[config.mk]
export PLATFORM = sky130hd
export DESIGN_NAME = sync_fifo_ctrl_flat
export DESIGN_NICKNAME = d
export VERILOG_FILES = /design/src/rtl/sync_fifo_pkg.sv /design/src/rtl/sync_fifo_ctrl_if.sv /design/src/rtl/sync_fifo_mem.sv /design/src/rtl/sync_fifo_ctrl.sv /design/src/flat_wrapper.sv
export SDC_FILE = /design/constraint.sdc
export NUM_CORES = 1
export LEC_CHECK = 0
export BUFFER_PORTS_ARGS = -buffer_cell sky130_fd_sc_hd__buf_4
export CAP_MARGIN = 30
export CORE_ASPECT_RATIO = 1.5
export CORE_MARGIN = 2
export CORE_UTILIZATION = 45
export CTS_BUF_LIST = sky130_fd_sc_hd__clkbuf_2 sky130_fd_sc_hd__clkbuf_4 sky130_fd_sc_hd__clkbuf_8
export DETAILED_ROUTE_END_ITERATION = 7
export PLACE_DENSITY_LB_ADDON = 0.15
export SYNTH_ARGS = -nofsm -noshare
export SYNTH_HDL_FRONTEND = slang
export SYNTH_SLANG_ARGS = --single-unit
export TNS_END_PERCENT = 1
[constraint.sdc]
create_clock -name clk -period 5.8 [get_ports clk]
set_clock_uncertainty 0.15 [all_clocks]
set_input_delay 1.16 -clock clk [delete_from_list [all_inputs] [get_ports clk]]
set_output_delay 1.16 -clock clk [all_outputs]
set_load 0.01 [all_outputs]
[src/rtl/sync_fifo_pkg.sv]
// Shared definitions for the single-clock FIFO.
// Contents: default widths, DEPTH helper function, pointer/address typedefs.
// Optional feature macro used by sync_fifo_ctrl: SYNC_FIFO_FWFT_EN.
package sync_fifo_pkg;

    localparam int unsigned DSIZE_DEF = 8;
    localparam int unsigned ASIZE_DEF = 4;

    function automatic int unsigned fifo_depth(input int unsigned asize);
        return 32'd1 << asize;
    endfunction

    localparam int unsigned DEPTH_DEF = fifo_depth(ASIZE_DEF);

    // Pointers carry one extra wrap bit above the memory address.
    typedef logic [ASIZE_DEF:0]   ptr_t;
    typedef logic [ASIZE_DEF-1:0] addr_t;

endpackage

[src/rtl/sync_fifo_ctrl_if.sv]
// Producer/consumer side bundle of the single-clock FIFO.
// master: drives clr, wdata, winc, rinc, afull_th, aempty_th; observes status.
// slave : the FIFO controller; drives rdata, wfull, rempty, walmost_full,
//         ralmost_empty, count, wovf, rudf.
interface sync_fifo_ctrl_if
    import sync_fifo_pkg::*;
#(
    parameter int unsigned DSIZE = DSIZE_DEF,
    parameter int unsigned ASIZE = ASIZE_DEF
);

    logic             clr;
    logic [DSIZE-1:0] wdata;
    logic             winc;
    logic             rinc;
    logic [ASIZE:0]   afull_th;
    logic [ASIZE:0]   aempty_th;

    logic [DSIZE-1:0] rdata;
    logic             wfull;
    logic             rempty;
    logic             walmost_full;
    logic             ralmost_empty;
    logic [ASIZE:0]   count;
    logic             wovf;
    logic             rudf;

    modport master (
        output clr, wdata, winc, rinc, afull_th, aempty_th,
        input  rdata, wfull, rempty, walmost_full, ralmost_empty, count, wovf, rudf
    );

    modport slave (
        input  clr, wdata, winc, rinc, afull_th, aempty_th,
        output rdata, wfull, rempty, walmost_full, ralmost_empty, count, wovf, rudf
    );

endinterface

[src/rtl/sync_fifo_mem.sv]
// DEPTH x DSIZE dual-port storage for the single-clock FIFO.
// Synchronous write, asynchronous read, contents never reset.
// Ports: clk, we_i, waddr_i, wdata_i (write side); raddr_i, rdata_o (read side).
module sync_fifo_mem
    import sync_fifo_pkg::*;
#(
    parameter int unsigned DSIZE = DSIZE_DEF,
    parameter int unsigned ASIZE = ASIZE_DEF
) (
    input  logic             clk,
    input  logic             we_i,
    input  logic [ASIZE-1:0] waddr_i,
    input  logic [DSIZE-1:0] wdata_i,
    input  logic [ASIZE-1:0] raddr_i,
    output logic [DSIZE-1:0] rdata_o
);

    localparam int unsigned DEPTH = fifo_depth(ASIZE);

    logic [DSIZE-1:0] mem_q [DEPTH];

    always_ff @(posedge clk) begin
        if (we_i) begin
            mem_q[waddr_i] <= wdata_i;
        end
    end

    assign rdata_o = mem_q[raddr_i];

endmodule

[src/rtl/sync_fifo_ctrl.sv]
// Single-clock FIFO controller: binary wrap-bit pointers, occupancy count,
// programmable almost-full/almost-empty flags, sticky overflow/underflow,
// synchronous clear. All status is decoded from registered state.
// Ports: clk, rst_n (async, active-low), bus (sync_fifo_ctrl_if.slave).
// Macro SYNC_FIFO_FWFT_EN: first-word fall-through output register;
// undefined gives standard mode with 1-cycle read latency.
module sync_fifo_ctrl
    import sync_fifo_pkg::*;
#(
    parameter int unsigned DSIZE = DSIZE_DEF,
    parameter int unsigned ASIZE = ASIZE_DEF
) (
    input  logic             clk,
    input  logic             rst_n,
    sync_fifo_ctrl_if.slave  bus
);

    localparam logic [ASIZE:0] PTR_ONE  = {{ASIZE{1'b0}}, 1'b1};
    localparam logic [ASIZE:0] FULL_CNT = {1'b1, {ASIZE{1'b0}}};

    logic [ASIZE:0]   wptr_q, wptr_d;
    logic [ASIZE:0]   rptr_q, rptr_d;
    logic [DSIZE-1:0] rdata_q, rdata_d;
    logic             wovf_q, wovf_d;
    logic             rudf_q, rudf_d;

    logic [DSIZE-1:0] mem_rdata;
    logic [ASIZE:0]   mem_cnt;
    logic [ASIZE:0]   count;
    logic             mem_empty;
    logic             wfull;
    logic             rempty;
    logic             wr_en;
    logic             mem_rd;

    assign mem_cnt   = wptr_q - rptr_q;
    assign mem_empty = (wptr_q == rptr_q);

`ifdef SYNC_FIFO_FWFT_EN
    logic ov_q, ov_d;
    logic pop;

    // Head word lives in rdata_q; memory holds only the words behind it.
    assign count  = mem_cnt + {{ASIZE{1'b0}}, ov_q};
    assign wfull  = (count == FULL_CNT);
    assign rempty = !ov_q;
    assign pop    = bus.rinc && ov_q && !bus.clr;
    // Refill the output register whenever it is free or being popped.
    assign mem_rd = (!ov_q || pop) && !mem_empty && !bus.clr;

    always_comb begin
        ov_d = ov_q;
        if (bus.clr) begin
            ov_d = 1'b0;
        end else if (mem_rd) begin
            ov_d = 1'b1;
        end else if (pop) begin
            ov_d = 1'b0;
        end
    end

    always_ff @(posedge clk or negedge rst_n) begin
        if (!rst_n) begin
            ov_q <= 1'b0;
        end else begin
            ov_q <= ov_d;
        end
    end
`else
    assign count  = mem_cnt;
    assign wfull  = (wptr_q[ASIZE] != rptr_q[ASIZE]) &&
                    (wptr_q[ASIZE-1:0] == rptr_q[ASIZE-1:0]);
    assign rempty = mem_empty;
    assign mem_rd = bus.rinc && !rempty && !bus.clr;
`endif

    assign wr_en = bus.winc && !wfull && !bus.clr;

    always_comb begin
        wptr_d  = wptr_q;
        rptr_d  = rptr_q;
        rdata_d = rdata_q;
        wovf_d  = wovf_q;
        rudf_d  = rudf_q;
        if (bus.clr) begin
            wptr_d = '0;
            rptr_d = '0;
            wovf_d = 1'b0;
            rudf_d = 1'b0;
        end else begin
            if (wr_en) begin
                wptr_d = wptr_q + PTR_ONE;
            end
            if (mem_rd) begin
                rptr_d  = rptr_q + PTR_ONE;
                rdata_d = mem_rdata;
            end
            if (bus.winc && wfull) begin
                wovf_d = 1'b1;
            end
            if (bus.rinc && rempty) begin
                rudf_d = 1'b1;
            end
        end
    end

    always_ff @(posedge clk or negedge rst_n) begin
        if (!rst_n) begin
            wptr_q  <= '0;
            rptr_q  <= '0;
            rdata_q <= '0;
            wovf_q  <= 1'b0;
            rudf_q  <= 1'b0;
        end else begin
            wptr_q  <= wptr_d;
            rptr_q  <= rptr_d;
            rdata_q <= rdata_d;
            wovf_q  <= wovf_d;
            rudf_q  <= rudf_d;
        end
    end

    sync_fifo_mem #(
        .DSIZE (DSIZE),
        .ASIZE (ASIZE)
    ) u_mem (
        .clk     (clk),
        .we_i    (wr_en),
        .waddr_i (wptr_q[ASIZE-1:0]),
        .wdata_i (bus.wdata),
        .raddr_i (rptr_q[ASIZE-1:0]),
        .rdata_o (mem_rdata)
    );

    assign bus.rdata         = rdata_q;
    assign bus.wfull         = wfull;
    assign bus.rempty        = rempty;
    assign bus.count         = count;
    assign bus.wovf          = wovf_q;
    assign bus.rudf          = rudf_q;
    assign bus.walmost_full  = (bus.afull_th != '0) && (count >= bus.afull_th);
    assign bus.ralmost_empty = (count <= bus.aempty_th);

endmodule
[src/flat_wrapper.sv]
// flat-port wrapper written by rule: the top's interface ports become plain ports
module sync_fifo_ctrl_flat import sync_fifo_pkg::*;
#(
    parameter int unsigned DSIZE = DSIZE_DEF,
    parameter int unsigned ASIZE = ASIZE_DEF
)
  (clk, rst_n, bus_clr, bus_wdata, bus_winc, bus_rinc, bus_afull_th, bus_aempty_th, bus_rdata, bus_wfull, bus_rempty, bus_walmost_full, bus_ralmost_empty, bus_count, bus_wovf, bus_rudf);
  sync_fifo_ctrl_if #(.DSIZE(DSIZE), .ASIZE(ASIZE)) bus_i ();
  input  logic clk;
  input  logic rst_n;
  input wire logic [$bits(bus_i.clr)-1:0] bus_clr;
  input wire logic [$bits(bus_i.wdata)-1:0] bus_wdata;
  input wire logic [$bits(bus_i.winc)-1:0] bus_winc;
  input wire logic [$bits(bus_i.rinc)-1:0] bus_rinc;
  input wire logic [$bits(bus_i.afull_th)-1:0] bus_afull_th;
  input wire logic [$bits(bus_i.aempty_th)-1:0] bus_aempty_th;
  output wire logic [$bits(bus_i.rdata)-1:0] bus_rdata;
  output wire logic [$bits(bus_i.wfull)-1:0] bus_wfull;
  output wire logic [$bits(bus_i.rempty)-1:0] bus_rempty;
  output wire logic [$bits(bus_i.walmost_full)-1:0] bus_walmost_full;
  output wire logic [$bits(bus_i.ralmost_empty)-1:0] bus_ralmost_empty;
  output wire logic [$bits(bus_i.count)-1:0] bus_count;
  output wire logic [$bits(bus_i.wovf)-1:0] bus_wovf;
  output wire logic [$bits(bus_i.rudf)-1:0] bus_rudf;
  assign bus_i.clr = bus_clr;
  assign bus_i.wdata = bus_wdata;
  assign bus_i.winc = bus_winc;
  assign bus_i.rinc = bus_rinc;
  assign bus_i.afull_th = bus_afull_th;
  assign bus_i.aempty_th = bus_aempty_th;
  assign bus_rdata = bus_i.rdata;
  assign bus_wfull = bus_i.wfull;
  assign bus_rempty = bus_i.rempty;
  assign bus_walmost_full = bus_i.walmost_full;
  assign bus_ralmost_empty = bus_i.ralmost_empty;
  assign bus_count = bus_i.count;
  assign bus_wovf = bus_i.wovf;
  assign bus_rudf = bus_i.rudf;
  sync_fifo_ctrl #(.DSIZE(DSIZE), .ASIZE(ASIZE)) u_core (.clk(clk), .rst_n(rst_n), .bus(bus_i));
endmodule
# After elaboration in Yosys (flattened, before gate mapping)
# Memory sizes are Yosys's and may differ from the RTL's. A register that Yosys moved wholly into a read port is not among the register bits.
# Cells that the tools add are included.
# totals
reg_bits,12
mem_bits_rw,128
inputBits,23
out_inout_bits,19
wordCells,42
memories,1
# mem_list
memory,depth,width,rd,rd_ports_with_merged_regs,write_ports,line,rtl
u_core.u_mem.mem_q,16,8,1,1,1,sync_fifo_mem.sv:20,logic [DSIZE-1:0] mem_q [DEPTH];
# op_classes
add_sub_neg,3
order_cmp,2
n_eq_ne,3
mux,10
n_bitwise,1
n_reduce_logical,18
# ops
op,n
$mux W5,4
$add A5 B1 Y5 const B,2
$logic_and A1 B1 Y1,8
$reduce_bool A2 Y1,4
$mux W1,6
$eq A5 B5 Y1,1
$ge A5 B5 Y1,1
$le A5 B5 Y1,1
$reduce_bool A5 Y1,1
$sub A5 B5 Y5,1
$eq A4 B4 Y1,1
$logic_not A1 Y1,4
$reduce_and A2 Y1,1
$ne A1 B1 Y1,1
$not A1 Y1,1

# Depth between registers and ports, before layout
# logic_depth
depth_word,7
mapped_depth,10
depth_no_buf,10

# Hierarchy
# From an unflattened synthesis, not the netlist that was laid out.
# hier_totals
cells_unflattened,349
area_unflattened_um2,6322.3
# by_module_without_submodules
module,instances,cells_each,area_per_inst_um2,seq_area_each_um2
sync_fifo_mem,1,221,4987.3,3843.7
sync_fifo_ctrl,1,128,1335.0,500.5

# Worst setup path before layout
# OpenSTA, ideal clock, no wires.
# synth_timing
kind,reg2out
startpoint,register u_core.rptr_q[2]
endpoint,output bus_ralmost_empty
t_arrival_ns,2.447
required_time_ns,4.490
path_slack_ns,2.043
stages_incl_launch_ff,11
n_path_buf,2
cell_sequence,dfrtp_1 > buf_2 > clkbuf_1 > inv_1 > ha_1 > xor2_1 > ha_1 > o21a_1 > o21a_1 > o21a_1 > o22ai_1
# synth_between
elab_chain_len,2
# synth_rtl
item,line,rtl
"start, declared",sync_fifo_ctrl.sv:22,"logic [ASIZE:0] rptr_q, rptr_d;"
"start signal, assigned",sync_fifo_ctrl.sv:116,rptr_q <= rptr_d;
$sub A5 B5 Y5,sync_fifo_ctrl.sv:36,assign mem_cnt = wptr_q - rptr_q;
net bus_count[2],flat_wrapper.sv:22,output wire logic [$bits(bus_i.count)-1:0] bus_count;
$le A5 B5 Y1,sync_fifo_ctrl.sv:142,assign bus.ralmost_empty = (count <= bus.aempty_th);
"end, declared",flat_wrapper.sv:21,output wire logic [$bits(bus_i.ralmost_empty)-1:0] bus_ralmost_empty;
# The timed path passes the listed nets, and every way through them passes these cells.

# Final worst setup path
# layout_timing
startpoint,register u_core.wptr_q[0]
endpoint,output bus_ralmost_empty
# layout_between
elab_chain_len,2
# layout_rtl
item,line,rtl
"start, declared",sync_fifo_ctrl.sv:21,"logic [ASIZE:0] wptr_q, wptr_d;"
"start signal, assigned",sync_fifo_ctrl.sv:115,wptr_q <= wptr_d;
$sub A5 B5 Y5,sync_fifo_ctrl.sv:36,
$le A5 B5 Y1,sync_fifo_ctrl.sv:142,
# No other way between the ends.

==> results.yml <==
timing:
  hold_viol: 0
  timing.final.crit_share_pct: 74.1
  finalSetupTns_ns: 0
  hold_ws_ns: 0.339
  rsz0062_at_grt: "false"
  setup_viol: 0
  report.final.slew_viol_count: 0
  fmax_mhz: 233
  tightest_slew_ns: 0.860
  fin_crit_ns: 4.30
  relSlewSlack_pct: 42.7
logic_synthesis:
  synth_flop_cell: "edfxtp_1"
  synthTopCellsByArea: "edfxtp_1 (61%), dfrtp_1 (7.9%), mux2i_1 (4.6%)"
  synth_area_per_cell_um2: 16.6
  syn_area_mm2: 0.00634
  synth_edf_count: 128
  synth_compound_area_share_pct: 5.71
  synthAdderAreaFrac_pct: 4.07
  yosys.cell_types.count: 45
  async_flop_share_pct: 13.5
  yosys.area_share.simple_pct: 5.45
  yosysTopAreaCell: "edfxtp_1"
  synth_top_family_by_area: "multiplexers"
  synth_nets: 424
  netlist_instances: 381
  synth_seq_area_share_pct: 68.6
  ys_warn_count: 0
  synth_top_area_share_pct: 60.7
  synth.area.mux_share_pct: 11.5
  ys_seq_elements: 148
  synth_xor_area_share_pct: 1.92
hold_path:
  holdCritStartpoint: "u_core.bus.rdata[5]"
  min_path_type: "reg -> reg"
global_route:
  antenna_found_initial: 0
  grt-ovfl-total: 0
  grt_pass1_vias: 3524
  grt_usage_pct: 18.4
  grt_first_pass_wirelength_um: 19700
  grt_max_degree: 50
floorplanning:
  die_w_um: 101
  coreArea_mm2: 0.0139
  placementRows: 53
  ios: 42
  initial_core_util_pct: 45.7
  die_h_um: 149
  die_area_mm2: 0.0151
route:
  wl_per_cell_um: 21.0
  num_vias: 3354
  drtAntennaViolNets: 0
  drt_first_pass_iters: 4
  routed_wl_um: 12800
  avgViaCountPerCell: 5.50
  drc: 0
  drt_iter0_markers: 205
finish:
  nets: 475
  ff_latch_area_mm2: 0.00435
  syn_to_final_growth_pct: 12.4
  final_common_cell: "edfxtp_1"
  fillers: 1170
  layout.cells.non_filler: 610
  drive_gt1_share_pct: 22.2
  antenna_cells: 0
  multi_input_area_mm2: 0.00181
  final_cell_mix: "edfxtp_1 (128), buf_4 (47), mux2i_1 (29), nor2_1 (28), nand2_1 (21)"
placement:
  dp_cells: 578
  portBuffers: 41
  hpwlAfterDp_um: 8600
  gp_congestion: 0.863
clocking:
  clockBufferDepth: 2
  clk-insertion-delay-late_ns: 0.43
  htree_levels: 4
  cts_tree: "built"
  ctsHoldBuffers: 0
  root_buffer: "clkbuf_8"
  cts_resized: 0
  postCtsSetupBuffers: 0
  cts.sinks: 148
  clk_pin_slew_worst_paths_ns: 0.08
  cts_buffers: 17
worst_setup_path:
  worstSetupPathType: "reg -> out"
  r2r_start: "u_core.rptr_q[3]"
  cp_data_required_time_ns: 4.49
  crit_path_end_kind: "output pin"
  crit_start: "u_core.wptr_q[0]"
  worst_ep_arrival_time_ns: 2.99
  cp-start-kind: "register"
  path_max_fanout: 5
job:
  maxCapViolations: 0
pwr:
  p_leak_nw: 2.50
  powerDensity_mw_per_mm2: 333
  ir_worst_vdd_v: 0.000129
run_status:
  status: "complete, no violations"
sequential cells by signal, summed over array words and instances (netlist names):
name,cells
u_core.rptr_q,5
u_core.u_mem.mem_q,128
u_core.wptr_q,5
u_core.bus.rudf,1
u_core.bus.wovf,1
u_core.bus.rdata,8
synth_stat cells (2+ instances only):
library cell	number
a21o_1	2
dfrtp_1	20
buf_8	2
nand4_1	5
o22ai_1	2
ha_1	19
nor2_2	2
inv_1	15
a221oi_1	6
o221ai_1	7
mux4_1	8
clkbuf_1	4
o21ai_1	7
nand2b_1	3
buf_2	3
mux4_2	10
a21oi_1	9
xnor2_1	6
mux2i_1	29
o21a_1	3
nor2b_1	2
xor2_1	6
nor2_1	28
nand2_1	21
o22a_1	7
nand3_1	3
nor3_1	4
buf_6	4
edfxtp_1	128
layout make-up:
type | instances | area share, %
clock buffers | 18 | 3.39
clock inverters | 14 | 1.48
inverters | 16 | 0.843
multi-input cells | 202 | 25.4
flip-flops and latches | 148 | 61.0
well taps | 165 | 2.90
repair buffers | 47 | 4.95
critical path: stages, from the launching register on:
cell	delay, ns
dfrtp_1	0.43
inv_1	0.11
ha_1	0.20
inv_1	0.08
fa_1	0.48
ha_1	0.31
nor2b_1	0.13
o21a_1	0.17
o21a_1	0.18
o21a_1	0.17
o22ai_1	0.14
buf_4	0.15
kinds of logic (layout without fill, tap and decap cells):
family / Yosys count / count (layout)
flops: 148 / 148
simple gates: 74 / 74
compound gates: 48 / 48
mux: 47 / 47
buf+inv: 31 / 95
fa+ha+maj: 20 / 20
xor+xnor: 13 / 13
power breakdown:
group	switching, W	leakage [nW]	internal [W]
logic	0.000237	0.918	0.000223
clock network	0.000391	0.167	0.000304
registers	0.0000218	1.42	0.00119
final timing paths:
check	endpoint	slack [ns]	cells past startpoint
worst max-delay path	bus_ralmost_empty	1.50	11
worst min-delay path	u_core.bus.rdata[5]	0.34	2
worst max register to register	u_core.u_mem.mem_q[4][3]	2.90	7
worst min register to register	u_core.bus.rdata[5]	0.34	2
max in group asynchronous	u_core.rptr_q[0]	4.82	1
min in group asynchronous	u_core.wptr_q[1]	0.45	1
layer usage:
layer | track usage, % | vias to the layer above | share of wire [%]
met5 | 0 | - | 0
li1 | - | 1586 | -
met1 | 21.6 | 1678 | 41
met2 | 32.0 | 72 | 53
met3 | 3.70 | 18 | 2.5
met4 | 8.77 | 0 | 3.5
stage by stage:
step	util [%]	worst slack [ns]	instance area, µm²	total power (W)
2_1_floorplan	-	2.04	6340	0.00155
3_3_place_gp	48.9	2.05	6780	0.00170
3_5_place_dp	48.9	2.00	6780	0.00171
4_1_cts	51.4	1.51	7120	0.00240
5_1_grt	51.4	1.29	7120	0.00249
6_report	51.4	1.50	7120	0.00237
Power figures use the tool's default switching activity.
